==> config.mk <==
export PLATFORM = sky130hd
export DESIGN_NAME = mxv_seq_ctrl_flat
export DESIGN_NICKNAME = d
export VERILOG_FILES = /design/src/rtl/mxv_seq_ctrl_if.sv /design/src/rtl/mxv_seq_ctrl.sv /design/src/flat_wrapper.sv
export SDC_FILE = /design/constraint.sdc
export NUM_CORES = 1
export LEC_CHECK = 0
export ABC_CLOCK_PERIOD_IN_PS = 2500
export CAP_MARGIN = 20
export CORE_ASPECT_RATIO = 0.7
export CORE_MARGIN = 2
export CORE_UTILIZATION = 35
export DETAILED_ROUTE_END_ITERATION = 8
export GPL_ROUTABILITY_DRIVEN = 0
export PLACE_DENSITY = 0.6
export SLEW_MARGIN = 20
export SYNTH_ARGS = -nofsm -noshare
export SYNTH_HDL_FRONTEND = slang
export SYNTH_SLANG_ARGS = --single-unit
export TNS_END_PERCENT = 100
==> constraint.sdc <==
create_clock -name clk -period 2.5 [get_ports clk]
set_input_delay 0.5 -clock clk [delete_from_list [all_inputs] [get_ports clk]]
set_output_delay 0.5 -clock clk [all_outputs]
set_load 0.1 [all_outputs]
==> src/rtl/mxv_seq_ctrl_if.sv <==
// Handshake bundle between the matrix-vector sequencer and its surroundings
// (command FSM, FIFOs A/B, MAC datapath, UART transmitter).
interface mxv_seq_ctrl_if #(
  parameter int unsigned DW = 8,
  parameter int unsigned NW = 4
);

  // command / status-in side
  logic            start;
  logic            clear;
  logic [NW-1:0]   n;
  logic            fifo_a_empty;
  logic            fifo_b_empty;
  logic [2*DW-1:0] res;
  logic            tx_done;

  // sequencer-driven side
  logic            pop_a;
  logic            pop_b;
  logic            load_vec;
  logic [NW-1:0]   vec_idx;
  logic            mac_clr;
  logic            mac_en;
  logic            tx_start;
  logic [DW-1:0]   tx_data;
  logic            busy;
  logic            ready;
  logic            err;

  // Command/datapath side: drives requests and flags, observes sequencer outputs
  modport master (
    output start, clear, n, fifo_a_empty, fifo_b_empty, res, tx_done,
    input  pop_a, pop_b, load_vec, vec_idx, mac_clr, mac_en,
           tx_start, tx_data, busy, ready, err
  );

  // Sequencer side
  modport slave (
    input  start, clear, n, fifo_a_empty, fifo_b_empty, res, tx_done,
    output pop_a, pop_b, load_vec, vec_idx, mac_clr, mac_en,
           tx_start, tx_data, busy, ready, err
  );

endinterface

==> src/rtl/mxv_seq_ctrl.sv <==
// Matrix-vector sequencer: loads N vector elements from FIFO B, runs N MAC
// rows over FIFO A and streams each 16-bit row result as two UART bytes.
// Optional macro SEQ_CHECKSUM_EN appends an XOR checksum byte per run.
module mxv_seq_ctrl #(
  parameter int unsigned DW      = 8,
  parameter int unsigned NW      = 4,
  parameter int unsigned MAX_N   = 8,
  parameter int unsigned MAC_LAT = 2
) (
  input logic           clk,
  input logic           rst,
  mxv_seq_ctrl_if.slave bus
);

  localparam int unsigned RW    = 2 * DW;
  localparam int unsigned DLY_W = (MAC_LAT > 1) ? $clog2(MAC_LAT) : 1;

  typedef enum logic [3:0] {
    S_IDLE   = 4'd0,
    S_LOAD_B = 4'd1,
    S_CLR    = 4'd2,
    S_MAC    = 4'd3,
    S_DRAIN  = 4'd4,
    S_SEND_H = 4'd5,
    S_WAIT_H = 4'd6,
    S_SEND_L = 4'd7,
    S_WAIT_L = 4'd8,
    S_DONE   = 4'd9
`ifdef SEQ_CHECKSUM_EN
    ,
    S_SEND_C = 4'd10,
    S_WAIT_C = 4'd11
`endif
  } state_e;

  state_e           state_q, state_d;
  logic [NW-1:0]    n_q;
  logic [NW-1:0]    col_cnt_q;
  logic [NW-1:0]    row_cnt_q;
  logic [DLY_W-1:0] dly_cnt_q;
  logic [RW-1:0]    res_q;
  logic             err_q;

  logic             n_legal_c;
  logic             accept_c;
  logic [NW-1:0]    n_m1_c;
  logic             col_last_c;
  logic             row_last_c;
  logic             dly_last_c;
  logic             b_pop_c;
  logic             a_pop_c;
  logic [DW-1:0]    byte_h_c;
  logic [DW-1:0]    byte_l_c;

  // Shared decode used by both the FSM and the counters
  assign n_legal_c  = (bus.n != '0) && (32'(bus.n) <= MAX_N);
  assign accept_c   = (state_q == S_IDLE) && bus.start && n_legal_c && !bus.clear;
  assign n_m1_c     = n_q - NW'(1);
  assign col_last_c = (col_cnt_q == n_m1_c);
  assign row_last_c = (row_cnt_q == n_m1_c);
  assign dly_last_c = (dly_cnt_q == DLY_W'(MAC_LAT - 1));
  assign b_pop_c    = (state_q == S_LOAD_B) && !bus.fifo_b_empty && !bus.clear;
  assign a_pop_c    = (state_q == S_MAC) && !bus.fifo_a_empty && !bus.clear;
  assign byte_h_c   = res_q[RW-1:DW];
  assign byte_l_c   = res_q[DW-1:0];

  // State register
  always_ff @(posedge clk or negedge rst) begin
    if (!rst) begin
      state_q <= S_IDLE;
    end else begin
      state_q <= state_d;
    end
  end

  // Next-state logic; clear overrides everything
  always_comb begin
    state_d = state_q;
    if (bus.clear) begin
      state_d = S_IDLE;
    end else begin
      case (state_q)
        S_IDLE:   if (bus.start && n_legal_c) state_d = S_LOAD_B;
        S_LOAD_B: if (b_pop_c && col_last_c) state_d = S_CLR;
        S_CLR:    state_d = S_MAC;
        S_MAC:    if (a_pop_c && col_last_c) state_d = S_DRAIN;
        S_DRAIN:  if (dly_last_c) state_d = S_SEND_H;
        S_SEND_H: state_d = S_WAIT_H;
        S_WAIT_H: if (bus.tx_done) state_d = S_SEND_L;
        S_SEND_L: state_d = S_WAIT_L;
        S_WAIT_L: begin
          if (bus.tx_done) begin
            if (row_last_c) begin
`ifdef SEQ_CHECKSUM_EN
              state_d = S_SEND_C;
`else
              state_d = S_DONE;
`endif
            end else begin
              state_d = S_CLR;
            end
          end
        end
`ifdef SEQ_CHECKSUM_EN
        S_SEND_C: state_d = S_WAIT_C;
        S_WAIT_C: if (bus.tx_done) state_d = S_DONE;
`endif
        S_DONE:   state_d = S_IDLE;
        default:  state_d = S_IDLE;
      endcase
    end
  end

  // Latched N, column/row/drain counters, result capture and error flag
  always_ff @(posedge clk or negedge rst) begin
    if (!rst) begin
      n_q       <= '0;
      col_cnt_q <= '0;
      row_cnt_q <= '0;
      dly_cnt_q <= '0;
      res_q     <= '0;
      err_q     <= 1'b0;
    end else if (bus.clear) begin
      col_cnt_q <= '0;
      row_cnt_q <= '0;
      dly_cnt_q <= '0;
      err_q     <= 1'b0;
    end else begin
      case (state_q)
        S_IDLE: begin
          if (bus.start) begin
            if (n_legal_c) begin
              n_q       <= bus.n;
              err_q     <= 1'b0;
              col_cnt_q <= '0;
              row_cnt_q <= '0;
              dly_cnt_q <= '0;
            end else begin
              err_q <= 1'b1;
            end
          end
        end
        S_LOAD_B: begin
          if (b_pop_c) col_cnt_q <= col_last_c ? '0 : col_cnt_q + NW'(1);
        end
        S_CLR: begin
          col_cnt_q <= '0;
          dly_cnt_q <= '0;
        end
        S_MAC: begin
          if (a_pop_c) col_cnt_q <= col_last_c ? '0 : col_cnt_q + NW'(1);
        end
        S_DRAIN: begin
          if (dly_last_c) begin
            res_q     <= bus.res;
            dly_cnt_q <= '0;
          end else begin
            dly_cnt_q <= dly_cnt_q + DLY_W'(1);
          end
        end
        S_WAIT_L: begin
          if (bus.tx_done && !row_last_c) row_cnt_q <= row_cnt_q + NW'(1);
        end
        default: ;
      endcase
    end
  end

`ifdef SEQ_CHECKSUM_EN
  logic [DW-1:0] chk_q;

  // Running XOR of every result byte sent in the current run
  always_ff @(posedge clk or negedge rst) begin
    if (!rst) begin
      chk_q <= '0;
    end else if (bus.clear || accept_c) begin
      chk_q <= '0;
    end else if (state_q == S_SEND_H) begin
      chk_q <= chk_q ^ byte_h_c;
    end else if (state_q == S_SEND_L) begin
      chk_q <= chk_q ^ byte_l_c;
    end
  end
`endif

  // Output decode; pop/MAC/transmit strobes are suppressed during clear
  always_comb begin
    bus.pop_a    = 1'b0;
    bus.pop_b    = 1'b0;
    bus.load_vec = 1'b0;
    bus.mac_clr  = 1'b0;
    bus.mac_en   = 1'b0;
    bus.tx_start = 1'b0;
    bus.tx_data  = '0;
    bus.ready    = 1'b0;
    bus.busy     = (state_q != S_IDLE);
    bus.vec_idx  = col_cnt_q;
    bus.err      = err_q;
    case (state_q)
      S_LOAD_B: begin
        bus.pop_b    = b_pop_c;
        bus.load_vec = b_pop_c;
      end
      S_CLR:    bus.mac_clr = !bus.clear;
      S_MAC: begin
        bus.pop_a  = a_pop_c;
        bus.mac_en = a_pop_c;
      end
      S_SEND_H: begin
        bus.tx_start = !bus.clear;
        bus.tx_data  = byte_h_c;
      end
      S_WAIT_H: bus.tx_data = byte_h_c;
      S_SEND_L: begin
        bus.tx_start = !bus.clear;
        bus.tx_data  = byte_l_c;
      end
      S_WAIT_L: bus.tx_data = byte_l_c;
`ifdef SEQ_CHECKSUM_EN
      S_SEND_C: begin
        bus.tx_start = !bus.clear;
        bus.tx_data  = chk_q;
      end
      S_WAIT_C: bus.tx_data = chk_q;
`endif
      S_DONE:   bus.ready = 1'b1;
      default: ;
    endcase
  end

  logic unused_accept;
  assign unused_accept = accept_c;

endmodule

==> src/flat_wrapper.sv <==
// flat-port wrapper written by rule: the top's interface ports become plain ports
module mxv_seq_ctrl_flat 
#(
  parameter int unsigned DW      = 8,
  parameter int unsigned NW      = 4,
  parameter int unsigned MAX_N   = 8,
  parameter int unsigned MAC_LAT = 2
)
  (clk, rst, bus_start, bus_clear, bus_n, bus_fifo_a_empty, bus_fifo_b_empty, bus_res, bus_tx_done, bus_pop_a, bus_pop_b, bus_load_vec, bus_vec_idx, bus_mac_clr, bus_mac_en, bus_tx_start, bus_tx_data, bus_busy, bus_ready, bus_err);
  mxv_seq_ctrl_if #(.DW(DW), .NW(NW)) bus_i ();
  input logic clk;
  input logic rst;
  input wire logic [$bits(bus_i.start)-1:0] bus_start;
  input wire logic [$bits(bus_i.clear)-1:0] bus_clear;
  input wire logic [$bits(bus_i.n)-1:0] bus_n;
  input wire logic [$bits(bus_i.fifo_a_empty)-1:0] bus_fifo_a_empty;
  input wire logic [$bits(bus_i.fifo_b_empty)-1:0] bus_fifo_b_empty;
  input wire logic [$bits(bus_i.res)-1:0] bus_res;
  input wire logic [$bits(bus_i.tx_done)-1:0] bus_tx_done;
  output wire logic [$bits(bus_i.pop_a)-1:0] bus_pop_a;
  output wire logic [$bits(bus_i.pop_b)-1:0] bus_pop_b;
  output wire logic [$bits(bus_i.load_vec)-1:0] bus_load_vec;
  output wire logic [$bits(bus_i.vec_idx)-1:0] bus_vec_idx;
  output wire logic [$bits(bus_i.mac_clr)-1:0] bus_mac_clr;
  output wire logic [$bits(bus_i.mac_en)-1:0] bus_mac_en;
  output wire logic [$bits(bus_i.tx_start)-1:0] bus_tx_start;
  output wire logic [$bits(bus_i.tx_data)-1:0] bus_tx_data;
  output wire logic [$bits(bus_i.busy)-1:0] bus_busy;
  output wire logic [$bits(bus_i.ready)-1:0] bus_ready;
  output wire logic [$bits(bus_i.err)-1:0] bus_err;
  assign bus_i.start = bus_start;
  assign bus_i.clear = bus_clear;
  assign bus_i.n = bus_n;
  assign bus_i.fifo_a_empty = bus_fifo_a_empty;
  assign bus_i.fifo_b_empty = bus_fifo_b_empty;
  assign bus_i.res = bus_res;
  assign bus_i.tx_done = bus_tx_done;
  assign bus_pop_a = bus_i.pop_a;
  assign bus_pop_b = bus_i.pop_b;
  assign bus_load_vec = bus_i.load_vec;
  assign bus_vec_idx = bus_i.vec_idx;
  assign bus_mac_clr = bus_i.mac_clr;
  assign bus_mac_en = bus_i.mac_en;
  assign bus_tx_start = bus_i.tx_start;
  assign bus_tx_data = bus_i.tx_data;
  assign bus_busy = bus_i.busy;
  assign bus_ready = bus_i.ready;
  assign bus_err = bus_i.err;
  mxv_seq_ctrl #(.DW(DW), .NW(NW), .MAX_N(MAX_N), .MAC_LAT(MAC_LAT)) u_core (.clk(clk), .rst(rst), .bus(bus_i));
endmodule
==> results of run 1 <==
power breakdown:
group	leakage (nW)	total (mW)	internal [mW]	switching, mW
logic	0.806	1.55	0.643	0.904
registers	0.456	0.756	0.640	0.116
clock network	0.0482	0.427	0.222	0.205
Yosys cell counts, types with 5 or more instances:
cell type | count | area, µm²
nor2_1 | 13 | 48.8
nand2_1 | 16 | 60.1
clkbuf_1 | 9 | 33.8
xnor2_1 | 9 | 78.8
dfrtp_1 | 34 | 851
o21ai_0 | 14 | 70.1
a21oi_1 | 5 | 25.0
nor3_1 | 10 | 50.1
a22oi_1 | 8 | 60.1
mux2_2 | 29 | 327
inv_1 | 8 | 30.0
nand3_1 | 7 | 35.0
worst min path at each step:
stage	slack [ps]	start	cells past startpoint	to
after floorplan	200	rst	0	u_core.bus.err
after detailed placement	520	u_core.bus.err	2	u_core.bus.err
after global placement	480	u_core.bus.err	2	u_core.bus.err
after CTS	530	u_core.bus.err	2	u_core.bus.err
final	520	u_core.bus.err	2	u_core.bus.err
after global routing	560	u_core.res_q[11]	1	u_core.res_q[11]
per-layer routing:
metal  wire length, µm  share of wire  up-vias  track usage
li1                  -              -      903            -
met2              2350           0.44       46        0.262
met5                 0              0        -            0
met4               108          0.020        0       0.0739
met1              2610           0.49      888        0.244
met3               267          0.050       10       0.0333
final cells by class:
cell class                 instances  area, µm²  share of cell area
clock buffer                       7       86.3              0.0272
clock inverter                     1       5.00             0.00158
inverter                           8       30.0             0.00946
multi-input combinational        159       1320               0.415
sequential                        34        858               0.271
tap                               75       93.8              0.0296
timing repair buffer              69        783               0.247
worst max-delay path, cell delays in order:
cell	delay (ps)
clkdlybuf4s50_1	420
or3_4	450
nor3_4	280
buf_12	210
sequential cells by signal, summed over array words and instances (netlist names):
name                cells
u_core.state_q          4
u_core.res_q           16
u_core.bus.err          1
u_core.n_q              4
u_core.bus.vec_idx      4
u_core.dly_cnt_q        1
u_core.row_cnt_q        4
cell families (layout without fill, tap and decap cells):
logic type / Yosys count / count (layout)
muxes: 32 / 32
and+or+nand+nor: 69 / 69
DFF: 34 / 34
AOI/OAI and AO/OA: 44 / 44
buffers and inverters: 20 / 85
xor gates and xnor gates: 11 / 11
adders and majority gates: 3 / 3
timing repair:
action                     in CTS  in global routing
setup endpoints to repair       2                  2
resized for setup               1                  1
pin swaps                       0                  1
through the flow:
step	instance area (µm²)	hold WS (ps)	util
global placement	3080	484	0.532
global route	3170	559	0.549
floorplan	2280	204	-
finish	3170	525	0.549
CTS	3170	531	0.548
detailed placement	3080	515	0.532
==> impl_metrics.ini, run 1 <==
[logic_synthesis]
synthesis.area_um2 = 2110
synth_flop_cell = dfrtp_1
synthesis.nets = 243
synth_seq_area_share = 0.403
post_synth_fa_ha_maj_area_fraction = 0.0178
synth_simple_gate_area_share = 0.167
yosysWarnings = 0
dominant_combinational_cell_family_by_area_after_synthesis = multiplexers
synth_async_sr_flop_share = 1.00
post_synth_inst_count = 213
synth.distinct_cells = 46
yosys.area_share.xor_xnor = 0.0534
mux_share_of_post_synthesis_cell_area = 0.170
synth.avg_cell_area_um2 = 9.90
number_of_synthesized_flops_with_an_enable_pin = 0
ys_ff_latch = 34
synth-compound-area-share = 0.149

[setup_path]
timing_worst_setup_path_type = primary input to primary output
crit-reg2reg-capture = u_core.state_q[3]
critical_path.startpoint_type = primary input
crit_end_element = primary output
crit_path_start = bus_clear
r2r_path_start = u_core.n_q[0]
regToRegSetupSlack_ps = 180
setup.worst_path.end = bus_pop_a
cp_data_required_time_ps = 2000
worst_path_max_fanout = 5
timing.critical_path.arrival_ps = 1880
rr_worst_depth = 7

[place]
hpwlAfterDp_mm = 4.15
placed_cells_incl_taps = 345
place_worst_setup_slack_ps = -84.6
place.port_buffers = 47

[global_route]
grt_pass1_wl_mm = 8.93
grt_max_degree = 35
vias_in_the_first_global_route = 1788
track_usage = 0.173
grt_remaining_overflow = 0
grt_antenna_before_repair = 0

[power]
max-vdd-ir-drop_v = 0.000512
power-per-cell-area_nw_per_um2 = 860
power_mw = 2.73
leakage_nw = 1.31

[cts]
ctsHtreeMaxLevel = 2
cts_root_buffer = clkbuf_8
clkSlewWorstSetupHoldPaths_ps = 70
cts_made_buffers = 5
cts_num_sinks = 34
tritoncts = yes
clkLatencyLatePin_ps = 290
ctsHoldBuffers = 0
clk_path_buf_depth = 2
cts_setup_buffers = 0

[status]
run_status = finished clean

[routing]
finalWirelength_mm = 5.33
firstDrtPassIters = 4
drtAntennaViolNets = 0
via_count = 1847
post_drt_wl_per_cell_um = 15.1
drcViolationCount = 0
detailedRoute.firstIterationViolations = 75
average_vias_per_placed_instance = 5.23

[timing]
fin_worst_skew_ps = 6.34
rsz0062_at_grt = no
setup_violations = 0
maxSlewHeadroom = 0.591
worst_path_setup_slack_after_routing_ps = 121
layout_min_cycle_time_ps = 2380
timing_worst_slew_pin_value_ps = 609
number_of_failing_hold_endpoints_at_the_final_stage = 0
maxSlewViolCount = 0
finalCritPeriodShare = 0.951
max_fclk_ghz = 0.420
tns_ps = 0

[floorplan]
initial_core_util = 0.365
placeableCoreArea_um2 = 5780
die-height_um = 69.0
rows = 23
num_io_pins = 48
die-area_um2 = 6670
die_width_um = 96.8

[final_layout]
mostFrequentLayoutCell = dfrtp_1
final_layout_size_suffix_gt1_frac = 0.388
antenna_cells = 0
fin_nets = 307
fill_cells = 505
post_layout_nonfiller_instances = 353
layout-area-overhead-vs-synth_pct = 50.4
mostFrequentLayoutCells = 30 x dfrtp_1, 29 x mux2_2, 27 x buf_4

[worst_hold_path]
timing.hold.worst.class = flip-flop to flip-flop

[job]
drv_cap = 0
No activity file was read; power rests on OpenSTA's default activity.
==> run 2: changes to the inputs <==
--- a/config.mk
+++ b/config.mk
@@ -9,10 +9,12 @@
 export CAP_MARGIN = 20
 export CORE_ASPECT_RATIO = 0.7
 export CORE_MARGIN = 2
-export CORE_UTILIZATION = 35
+export CORE_UTILIZATION = 45
+export CTS_CLUSTER_SIZE = 14
 export DETAILED_ROUTE_END_ITERATION = 8
 export GPL_ROUTABILITY_DRIVEN = 0
-export PLACE_DENSITY = 0.6
+export PLACE_DENSITY = 0.75
+export SETUP_SLACK_MARGIN = 0.3
 export SLEW_MARGIN = 20
 export SYNTH_ARGS = -nofsm -noshare
 export SYNTH_HDL_FRONTEND = slang
==> run 2 against run 1 <==
  * The flow now finishes with violations (DRC)
  * Cell count shrank 1.4%
  * Non-clock buffer count grew 15
  * Via count grew 14%
  * Cell area grew 9.4%
  * Sequential share of layout area shrank 2.1 points
  * Critical path type is now flip-flop to flip-flop
==> impl_metrics.ini, run 2 (synthesis results as in run 1) <==
[timing]
fin_worst_skew_ps = 9.75
timing_worst_slew_pin_value_ps = 654
tns_ps = 0
setup_violations = 0
number_of_failing_hold_endpoints_at_the_final_stage = 0
layout_min_cycle_time_ps = 2250
finalCritPeriodShare = 0.900
maxSlewHeadroom = 0.561
max_fclk_ghz = 0.445
rsz0062_at_grt = yes
maxSlewViolCount = 0
holdWs_ps = 530

[worst_hold_path]
timing.hold.worst_endpoint = u_core.bus.err
timing.hold.worst.class = flip-flop to flip-flop
min_path_cells = 2
hp-start = u_core.bus.err

[floorplan]
die-height_um = 61.3
die-area_um2 = 5260
rows = 20
die_width_um = 85.8
num_io_pins = 48
placeableCoreArea_um2 = 4430
initial_core_util = 0.476

[place]
place.port_buffers = 47
detailed_place.area_um2 = 3070
hpwlAfterDp_mm = 4.23

[final_layout]
final_layout_size_suffix_gt1_frac = 0.532
fill_cells = 261
fin_nets = 322
mostFrequentLayoutCells = 37 x buf_4, 26 x dfrtp_1, 25 x mux2_2
sequential_cell_area_um2 = 866
mostFrequentLayoutCell = buf_4
max_flop_register = u_core.res_q
antenna_cells = 0
layout-area-overhead-vs-synth_pct = 64.5
area_occupied_by_multi_input_gates_um2 = 1480
final_cell_area_um2 = 3470
largest_register_ff_count = 16

[setup_path]
regToRegSetupSlack_ps = 250
crit_path_start = u_core.n_q[1]
r2r_path_start = u_core.n_q[1]
critical_path.slowest_cell = or4_4
timing.critical_path.arrival_ps = 2430
worst_path_max_fanout = 2
critical_path.startpoint_type = flip-flop
timing.critical_path.cells = inv_2, ha_4, xnor2_4, a2111oi_4, a21oi_2, or4_4, mux2_4
cp_data_required_time_ps = 2680
crit-reg2reg-capture = u_core.state_q[3]
rr_worst_depth = 7
timing_worst_setup_path_type = flip-flop to flip-flop
crit_end_element = flip-flop
max_stage_delay_ps = 530

[global_route]
global_route.usage.met2 = 0.384
grt_max_degree = 35
grt_pass1_wl_mm = 9.61
groute.layer.met3.usage = 0.0764
grt_remaining_overflow = 0
grt_antenna_before_repair = 0
vias_in_the_first_global_route = 1962
global_route.usage.met1 = 0.330
track_usage = 0.245
top_usage_layer = met2

[power]
total_switching_power_mw = 1.47
power.share.switching = 0.457
pwr-share-comb = 0.625
max-vdd-ir-drop_v = 0.000511
leakage_nw = 1.45
share_clk_of_total_power = 0.138
power-per-cell-area_nw_per_um2 = 928
share_seq_of_total_power = 0.237
power_mw = 3.22
cellInternalPower_mw = 1.75

[status]
failed_checks = DRC
run_status = finished, violations left

[routing]
average_vias_per_placed_instance = 6.06
detailedRoute.firstIterationViolations = 224
finalWirelength_mm = 6.83
via_count = 2110
firstDrtPassIters = 8
post_drt_wl_per_cell_um = 19.6
drtAntennaViolNets = 0
drcViolationCount = 3

[cts]
cts_num_sinks = 34
cts_made_buffers = 5
clkSlewWorstSetupHoldPaths_ps = 80
clkLatencyLatePin_ps = 290
clk_path_buf_depth = 2
ctsHtreeMaxLevel = 2
tritoncts = yes
cts_root_buffer = clkbuf_8
ctsHoldBuffers = 0

[job]
drv_cap = 0
[run 2: critical path: cells and delay by family, from the launching register on]
family	cells	cell delay, ps
compound gates	2	430
xor+xnor	1	160
fa+ha+maj	1	230
buf+inv	1	90
flops	1	400
mux	1	310
simple gates	1	530
[run 2: power by group through the flow]
stage | logic [mW] | clock network (mW) | registers [mW]
2_1_floorplan | 1.05 | 0 | 0.833
3_3_place_gp | 1.52 | 0 | 0.766
3_5_place_dp | 1.54 | 0 | 0.774
4_1_cts | 1.69 | 0.433 | 0.760
5_1_grt | 2.09 | 0.466 | 0.776
6_report | 2.01 | 0.444 | 0.763
[run 2: worst max-delay path by stage]
stage / end / slack, ps / cells after the start
CTS: u_core.state_q[3] / 200 / 5
global route: u_core.state_q[3] / 200 / 7
floorplan: bus_pop_a / -60 / 3
finish: u_core.state_q[3] / 250 / 7
global placement: u_core.state_q[3] / -70 / 6
detailed placement: u_core.state_q[3] / -130 / 6
[run 2: layout make-up]
cell class,count,share of cell area
Sequential cell,34,0.249
Clock buffer,7,0.0249
Inverter,8,0.00865
Clock inverter,1,0.00144
Tap cell,55,0.0198
Multi-Input combinational cell,159,0.427
Timing Repair Buffer,84,0.269
[run 2: metrics by stage]
stage	utilization	setup slack, ps	cells
3_3_place_gp	0.692	-68.7	324
4_1_cts	0.741	199	338
6_report	0.784	251	348
3_5_place_dp	0.692	-134	324
5_1_grt	0.784	200	348
2_1_floorplan	-	-63.3	213
[run 2: what timing repair did]
item,4_1_cts,5_1_grt
gates resized for setup,22,27
pin swaps,6,12
setup buffers,6,10
endpoints found under the setup margin,17,25
[run 2: metal layers]
metal / up-vias / part of all wire
met4: 0 / 0.022
met3: 21 / 0.070
met1: 1051 / 0.43
met5: - / 0
met2: 100 / 0.48
li1: 938 / -
